<file path="config.mk">
export PLATFORM = sky130hd
export DESIGN_NAME = mem_board_ctrl
export DESIGN_NICKNAME = d
export VERILOG_FILES = /design/src/rtl/mem_pkg.sv /design/src/rtl/hold_timer.sv /design/src/rtl/mem_board_ctrl.sv
export SDC_FILE = /design/constraint.sdc
export NUM_CORES = 1
export LEC_CHECK = 0
export CORE_MARGIN = 2
export CORE_UTILIZATION = 50
export CTS_CLUSTER_SIZE = 16
export DETAILED_ROUTE_END_ITERATION = 10
export PLACE_DENSITY = 0.85
export SLEW_MARGIN = 40
export SYNTH_ARGS = -nofsm -noshare
export SYNTH_HDL_FRONTEND = slang
export SYNTH_SLANG_ARGS = --single-unit
</file>
<file path="constraint.sdc">
create_clock -name clk -period 4.1 [get_ports clk]
set_clock_uncertainty 0.2 [all_clocks]
set_input_delay 0.615 -clock clk [delete_from_list [all_inputs] [get_ports clk]]
set_output_delay 0.615 -clock clk [all_outputs]
set_load 0.02 [all_outputs]
</file>
<file path="src/rtl/mem_pkg.sv">
// mem_pkg: shared types and constants for the memory-game board controller
package mem_pkg;
  typedef enum logic [2:0] {IDLE, ONE_UP, WAIT, SHOW, OVER} board_state_t;
  localparam int N_CARDS = 16;
  localparam logic [1:0] X_IDLE = 2'b00;
  localparam logic [1:0] X_TURN = 2'b01;
  localparam logic [1:0] X_WIN  = 2'b10;
  localparam logic [1:0] X_TIE  = 2'b11;
  function automatic logic [N_CARDS-1:0] card_bit(input logic [7:0] idx);
    return (idx < 8'(N_CARDS)) ? ({{(N_CARDS-1){1'b0}}, 1'b1} << idx[3:0]) : '0;
  endfunction
endpackage

</file>
<file path="src/rtl/hold_timer.sv">
// hold_timer: loadable down-counter that saturates at zero and flags done there
module hold_timer #(
  parameter int W = 4
) (
  input  logic         clk,
  input  logic         rst,
  input  logic         load,
  input  logic [W-1:0] load_val,
  input  logic         en,
  output logic         done
);
  logic [W-1:0] cnt_q, cnt_d;
  always_comb cnt_d = load ? load_val : (en && cnt_q != '0) ? cnt_q - W'(1) : cnt_q;
  always_ff @(posedge clk) begin
    if (!rst) cnt_q <= '0;
    else      cnt_q <= cnt_d;
  end
  assign done = (cnt_q == '0);
endmodule

</file>
<file path="src/rtl/mem_board_ctrl.sv">
// mem_board_ctrl: card status and turn sequencing for the two-player memory game
module mem_board_ctrl
  import mem_pkg::*;
#(
  parameter int HOLD_CYCLES = 50_000_000,
  parameter int WAIT_LIMIT  = 4
) (
  input  logic        clk,
  input  logic        rst,
  input  logic        select,
  input  logic [7:0]  counter,
  input  logic [1:0]  x,
  input  logic        par,
  input  logic [7:0]  selected1,
  input  logic [7:0]  selected2,
  output logic        empty,
  output logic        player,
  output logic [15:0] face_up,
  output logic [15:0] matched,
  output logic        busy,
  output logic        game_over,
  output logic        tie,
  output logic        err
);
  localparam int TW = $clog2(HOLD_CYCLES + 1);
  localparam int WW = $clog2(WAIT_LIMIT + 1);
  board_state_t state_q, state_d;
  logic [15:0] face_up_q, face_up_d, matched_q, matched_d;
  logic [7:0] sel1_q, sel1_d, sel2_q, sel2_d;
  logic [WW-1:0] wait_q, wait_d;
  logic player_q, player_d, busy_q, game_over_q, game_over_d, tie_q, tie_d, err_q, err_d;
  logic pick, result, ended, wait_exp, hold_load, hold_done;
  assign ended    = (x == X_WIN) || (x == X_TIE);
  assign result   = (x == X_TURN);
  assign wait_exp = (wait_q <= WW'(1));
  assign empty    = (counter < 8'(N_CARDS)) && !face_up_q[counter[3:0]] && !matched_q[counter[3:0]]
                    && (state_q == IDLE || state_q == ONE_UP);
  assign pick     = select && empty;
  hold_timer #(.W(TW)) u_hold (
    .clk(clk), .rst(rst), .load(hold_load), .load_val(TW'(HOLD_CYCLES - 1)),
    .en(state_q == SHOW), .done(hold_done)
  );
  always_ff @(posedge clk) begin
    if (!rst) begin
      state_q     <= IDLE;
      face_up_q   <= '0;
      matched_q   <= '0;
      sel1_q      <= '0;
      sel2_q      <= '0;
      wait_q      <= '0;
      player_q    <= 1'b0;
      busy_q      <= 1'b0;
      game_over_q <= 1'b0;
      tie_q       <= 1'b0;
      err_q       <= 1'b0;
    end else begin
      state_q     <= state_d;
      face_up_q   <= face_up_d;
      matched_q   <= matched_d;
      sel1_q      <= sel1_d;
      sel2_q      <= sel2_d;
      wait_q      <= wait_d;
      player_q    <= player_d;
      busy_q      <= (state_d == WAIT) || (state_d == SHOW);
      game_over_q <= game_over_d;
      tie_q       <= tie_d;
      err_q       <= err_d;
    end
  end
  always_comb begin
    state_d = state_q;
    if (ended) state_d = OVER;
    else case (state_q)
      IDLE:    if (pick) state_d = ONE_UP;
      ONE_UP:  if (pick) state_d = WAIT;
      WAIT:    if (result) state_d = par ? IDLE : SHOW;
               else if (wait_exp) state_d = IDLE;
      SHOW:    if (hold_done) state_d = IDLE;
      default: state_d = state_q;
    endcase
  end
  // A game-ending result wins over every other board update in the same cycle
  always_comb begin
    face_up_d   = face_up_q;
    matched_d   = matched_q;
    sel1_d      = sel1_q;
    sel2_d      = sel2_q;
    wait_d      = wait_q;
    player_d    = player_q;
    game_over_d = game_over_q;
    tie_d       = tie_q;
    err_d       = err_q;
    hold_load   = 1'b0;
    if (ended) begin
      face_up_d = '0;
      if (state_q != OVER) begin
        game_over_d = 1'b1;
        tie_d       = (x == X_TIE);
      end
    end else case (state_q)
      IDLE: if (pick) face_up_d = face_up_q | card_bit(counter);
      ONE_UP: if (pick) begin
        face_up_d = face_up_q | card_bit(counter);
        wait_d    = WW'(WAIT_LIMIT);
      end
      WAIT: if (result) begin
        sel1_d = selected1;
        sel2_d = selected2;
        if (par) begin
          matched_d = matched_q | card_bit(selected1) | card_bit(selected2);
          face_up_d = face_up_q & ~(card_bit(selected1) | card_bit(selected2));
        end else hold_load = 1'b1;
      end else if (wait_exp) begin
        face_up_d = '0;
        err_d     = 1'b1;
      end else wait_d = wait_q - WW'(1);
      SHOW: if (hold_done) begin
        face_up_d = face_up_q & ~(card_bit(sel1_q) | card_bit(sel2_q));
        player_d  = ~player_q;
      end
      default: ;
    endcase
  end
  assign face_up   = face_up_q;
  assign matched   = matched_q;
  assign player    = player_q;
  assign busy      = busy_q;
  assign game_over = game_over_q;
  assign tie       = tie_q;
  assign err       = err_q;
endmodule
</file>
==> flow_metrics.env, run 1 <==
export IMPL_start_util=0.521
export IMPL_max_cap_violations=0
export IMPL_clock_root_buffer="clkbuf_8"
export IMPL_max_freq_mhz=281
export IMPL_rows=34
export IMPL_grt_busiest_layer="met2"
export IMPL_p_comb_frac=0.081
export IMPL_yosys_area_top_type_share=0.371
export IMPL_critPathArrivalTime_ns=2.74
export IMPL_die_area_sq_mm=0.00997
export IMPL_yosysTopAreaCell="dfxtp_1"
export IMPL_drc=0
export IMPL_cts_path_max_buffers=2
export IMPL_vias=4491
export IMPL_internal_power_mw=1.27
export IMPL_r2r_slack_ns=1.37
export IMPL_max_vdd_ir_drop_mv=0.133
export IMPL_tritoncts="built"
export IMPL_p_sw_mw=0.383
export IMPL_io_buffers=67
export IMPL_fin_util=0.631
export IMPL_die_y_microns=99.8
export IMPL_netlist_instances=554
export IMPL_tns_ns=0
export IMPL_htree_levels=3
export IMPL_grt_remaining_overflow=0
export IMPL_drive_above_1_share=0.0622
export IMPL_wl_mm=12.3
export IMPL_firstDrtPassIters=6
export IMPL_ys_ff_latch=85
export IMPL_syn_cell_area_sq_mm=0.00459
export IMPL_hold_depth=2
export IMPL_yosys_warnings=0
export IMPL_switching_share=0.232
export IMPL_end_kind="output pin"
export IMPL_clockPowerShare=0.413
export IMPL_ys_top_cells_by_count="dfxtp_1 (85), nand2_1 (57), nor2_1 (41)"
export IMPL_status="completed"
export IMPL_power_frac_seq=0.506
export IMPL_grt_pass1_vias=4169
export IMPL_synth_most_common_cell="dfxtp_1"
export IMPL_dieWidth_microns=99.8
export IMPL_wl_per_cell_microns=17.1
export IMPL_ant_nets=0
export IMPL_start_kind="primary input"
export IMPL_grt_max_degree=61
export IMPL_crit_fanout=2
export IMPL_synth_edff_count=0
export IMPL_hold_viol=0
export IMPL_crit_required_ns=3.28
export IMPL_maxSlewHeadroom=0.497
export IMPL_place_congestion=0.864
export IMPL_ys_types=58
export IMPL_fin_nets=640
export IMPL_setup_viol=0
export IMPL_worst_r2r_endpoint="u_hold.cnt_q[11]"
export IMPL_grt_use_total=0.250
export IMPL_grt_util_met1=0.325
export IMPL_synth_avg_cell_area_sq_um=8.29
export IMPL_dpl_hpwl_mm=9.07
export IMPL_min_period_ns=3.56
export IMPL_min_to="sel1_q[6]"
export IMPL_tightest_slew_ns=0.753
export IMPL_numCtsBuffers=9
export IMPL_rsz0062_at_grt="false"
export IMPL_area_delta_synth_final_pct=21.0
export IMPL_yosys_most_used_dff="dfxtp_1"
export IMPL_fin_hold_ws_ns=0.271
export IMPL_seq_area_frac_synth=0.371
export IMPL_hp_class="reg2reg"
export IMPL_worstSetupPathType="in2out"
export IMPL_antenna_found_initial=0
export IMPL_coreArea_sq_mm=0.00881
export IMPL_grt_use_met3=0.0418
export IMPL_vias_per_cell=6.25
export IMPL_crit_start="counter[1]"
export IMPL_grt_use_met2=0.412
export IMPL_grt_pass1_wl_mm=20.0
export IMPL_cts_sinks=85
export IMPL_diodes=0
export IMPL_worstRegToRegCells=6
export IMPL_synthArstFlopShare=0
export IMPL_drt_iter0_drc=392
export IMPL_synth_area_leaders="dfxtp_1 (37%), a21boi_0 (4.7%), nand2_1 (4.7%)"
export IMPL_hold_start="sel1_q[6]"
export IMPL_slew_viol_final=0
export IMPL_powerDensity_mw_per_mm2=297
export IMPL_io_pins=68
export IMPL_period_share=0.868
export IMPL_clk_pin_slew_ns=0.08
export IMPL_p_leak_nw=1.87
export IMPL_insertion_delay_ns=0.36
export IMPL_synth_fp_nets=588
export IMPL_r2r_start="state_q[1]"
==> worst max-delay path, cell delays in order <==
cell and delay (ns):
clkdlybuf4s50_1 0.47, or3b_2 0.45, o311a_1 0.14, o32ai_1 0.33
mux2i_1 0.19, nor4_1 0.29, dlymetal6s2s_1 0.27
==> area by class of cell <==
| type | instances | area, sq um |
|---|---|---|
| timing repair buffer | 74 | 726 |
| tap | 108 | 135 |
| clock inverter | 5 | 82.6 |
| fill | 729 | 3250 |
| multi-input combinational | 426 | 2720 |
| clock buffer | 11 | 151 |
| inverter | 10 | 37.5 |
| sequential | 85 | 1700 |
==> layer usage <==
layer	up-vias	part of all wire
met3	39	0.066
met5	-	0
met4	0	0.032
met2	222	0.47
met1	2103	0.43
li1	2127	-
==> through the flow <==
stage                     area [sq um]  std cells  setup WS (ns)  total power [mW]
after floorplan                   4590        554          0.986             0.929
after global placement            5320        703          0.252             0.982
after detailed placement          5320        703          0.160             0.987
after CTS                         5550        719          0.142              1.65
after global routing              5560        719          0.396              1.71
final                             5560        719          0.541              1.65
==> state kept, by name, summed over array words and instances, names as in the netlist <==
name          cells
sel1_q            8
player            1
tie               1
state_q           3
face_up          16
u_hold.cnt_q     26
wait_q            3
matched          16
sel2_q            8
busy              1
err               1
game_over         1
==> cells in the final DEF (no fill, tap or decap), types with 16 or more instances in the layout <==
| cell | n |
|---|---|
| clkdlybuf4s50_1 | 66 |
| nor3_1 | 16 |
| nand3b_1 | 16 |
| dfxtp_1 | 85 |
| nand2_1 | 57 |
| a21oi_1 | 18 |
| nor2b_1 | 19 |
| nor2_1 | 41 |
| nand2b_1 | 23 |
| xor2_1 | 16 |
| o22ai_1 | 24 |
| o211ai_1 | 17 |
| a21boi_0 | 29 |
==> logic make-up after synthesis <==
group / share of synthesized area
AO/OA/AOI/OAI: 0.257
adder cells (fa/ha/maj): 0.0109
flip-flops: 0.371
buffers and inverters: 0.0371
XOR/XNOR: 0.0439
AND/OR/NAND/NOR: 0.274
multiplexers: 0.00654
==> how the worst max path moves through the flow <==
stage                       end  slack [ns]  cells after the start
after floorplan           empty        0.99                      5
after detailed placement  empty        0.16                      7
after global placement    empty        0.25                      7
after CTS                 empty        0.14                      7
after global routing      empty        0.40                      7
final                     empty        0.54                      7
==> what timing repair did <==
item / in CTS / in global routing
gates resized for setup: 0 / 1
endpoints found under the setup margin: 0 / 1
hold buffers: 0 / 0
setup buffers: 0 / 0
==> power groups by stage <==
stage	Clock, mW	Combinational (mW)	Sequential (mW)
after floorplan	0	0.0749	0.854
after global placement	0	0.127	0.855
after detailed placement	0	0.132	0.855
after CTS	0.683	0.132	0.836
after global routing	0.731	0.144	0.837
final	0.682	0.134	0.836
Note: power is estimated with default switching activity, not from simulation.
==> run 2, diff against run 1 <==
- HOLD_SLACK_MARGIN: not set -> 0.05
==> results of run 2 <==
No change in the layout: final DEF, timing and power equal those of run 1.
==> run 3, diff against run 2 <==
- DONT_BUFFER_PORTS: not set -> 1
- PLACE_DENSITY: 0.85 -> 0.75
==> run 3 against run 2 <==
  * Hold slack worse by 0.098 ns
  * Setup slack better by 0.40 ns
  * Critical path depth decreased by 1
  * Power down 5.9%
  * Final area fell by 13%
  * Fmax increased by 13%
  * Sequential cell count is the same
  * Register-to-register slack got worse by 0.06 ns
  * Critical path type is now reg2out
  * Non-clock buffer count shrank 71
  * Sequential share of layout area up 4.6 points
==> flow_metrics.env, run 3 (same netlist as run 1, synthesis figures left out) <==
export IMPL_rsz0062_at_grt="false"
export IMPL_tns_ns=0
export IMPL_start_util=0.521
export IMPL_firstDrtPassIters=5
export IMPL_p_leak_nw=1.57
export IMPL_clk_pin_slew_ns=0.09
export IMPL_clock_root_buffer="clkbuf_8"
export IMPL_area_delta_synth_final_pct=5.26
export IMPL_wl_per_cell_microns=17.5
export IMPL_numCtsBuffers=9
export IMPL_place_congestion=0.957
export IMPL_io_pins=68
export IMPL_hold_viol=0
export IMPL_insertion_delay_ns=0.36
export IMPL_critPathArrivalTime_ns=2.35
export IMPL_wl_mm=11.4
export IMPL_slew_viol_final=0
export IMPL_start_kind="flop"
export IMPL_fill_cells=771
export IMPL_grt_busiest_layer="met2"
export IMPL_slowest_stage="or3b_2"
export IMPL_cts_path_max_buffers=2
export IMPL_grt_pass1_vias=3889
export IMPL_setup_viol=0
export IMPL_final_cell_mix="dfxtp_1 (85), nand2_1 (57), nor2_1 (41)"
export IMPL_postCtsSetupRepairBufs=0
export IMPL_coreArea_sq_mm=0.00881
export IMPL_min_period_ns=3.16
export IMPL_grt_use_met3=0.0669
export IMPL_end_kind="output pin"
export IMPL_vias_per_cell=6.32
export IMPL_max_freq_mhz=316
export IMPL_fin_nets=569
export IMPL_final_common_cell="dfxtp_1"
export IMPL_diodes=0
export IMPL_status="completed"
export IMPL_vias=4097
export IMPL_dieWidth_microns=99.8
export IMPL_ctsHoldBuffers=0
export IMPL_maxSlewHeadroom=0.491
export IMPL_cts_sinks=85
export IMPL_die_area_sq_mm=0.00997
export IMPL_dpl_hpwl_mm=8.38
export IMPL_tritoncts="built"
export IMPL_crit_fanout=4
export IMPL_cts_resized=0
export IMPL_powerDensity_mw_per_mm2=322
export IMPL_antenna_found_initial=0
export IMPL_fin_hold_ws_ns=0.173
export IMPL_io_buffers=0
export IMPL_crit_start="face_up[3]"
export IMPL_grt_remaining_overflow=0
export IMPL_grt_use_total=0.233
export IMPL_die_y_microns=99.8
export IMPL_worstSetupPathType="reg2out"
export IMPL_drive_above_1_share=0.0593
export IMPL_largest_register_ff_count=26
export IMPL_htree_levels=3
export IMPL_hp_class="in2reg"
export IMPL_drc=0
export IMPL_crit_required_ns=3.28
export IMPL_crit_chain="or3b_2, o311a_1, o32ai_1, mux2i_1, nor4_1, buf_4"
export IMPL_grt_pass1_wl_mm=18.7
export IMPL_regMostFlops="u_hold.cnt_q"
export IMPL_drt_iter0_drc=269
export IMPL_grt_use_met2=0.366
export IMPL_hold_start="x[1]"
export IMPL_grt_util_met1=0.306
export IMPL_slowest_delay_ns=0.48
export IMPL_period_share=0.772
export IMPL_rows=34
export IMPL_r2r_start="state_q[1]"
export IMPL_ant_nets=0
export IMPL_max_vdd_ir_drop_mv=0.124
export IMPL_max_cap_violations=0
export IMPL_grt_max_degree=64
export IMPL_tightest_slew_ns=0.763
-- run 3: power breakdown --
group	total, mW	switching (mW)	internal, mW	leakage [nW]
logic	0.0717	0.0396	0.0320	0.788
registers	0.838	0.00859	0.830	0.685
clock network	0.645	0.299	0.346	0.100
total	1.55	0.347	1.21	1.57
-- run 3: worst max-delay path: cells and delay by family, from the launching register on --
kind            cells  cell delay, ns
mux                 1            0.22
compound gates      2            0.44
flops               1            0.39
simple gates        2            0.76
buf+inv             1            0.19
-- run 3: layout make-up --
class	count	area, sq um	share of cell area
clock buffer	11	131	0.0272
clock inverter	5	83.8	0.0173
inverter	10	37.5	0.00777
multi-input combinational	426	2720	0.563
sequential	85	1700	0.352
tap	108	135	0.0280
timing repair buffer	3	22.5	0.00466
-- run 3: per-stage QoR --
stage | instances | area [sq um] | power [mW] | utilization | setup slack [ns]
5_1_grt | 648 | 4830 | 1.62 | 0.549 | 0.813
6_report | 648 | 4830 | 1.55 | 0.549 | 0.936
3_3_place_gp | 632 | 4620 | 0.926 | 0.524 | 1.16
2_1_floorplan | 554 | 4590 | 0.929 | - | 0.986
3_5_place_dp | 632 | 4620 | 0.928 | 0.524 | 1.15
4_1_cts | 648 | 4830 | 1.57 | 0.549 | 0.927
-- run 3: final timing paths --
check                           to  slack, ns  cells past startpoint
hold / removal          state_q[2]       0.17                      1
setup reg to reg  u_hold.cnt_q[14]       1.31                      6
hold reg to reg          sel2_q[4]       0.27                      2
setup / recovery             empty       0.94                      6
-- run 3: metal layers --
metal	vias up	wire (microns)
li1	1988	-
met1	1924	5080
met2	157	5070
met3	28	995
met4	0	227
met5	-	0
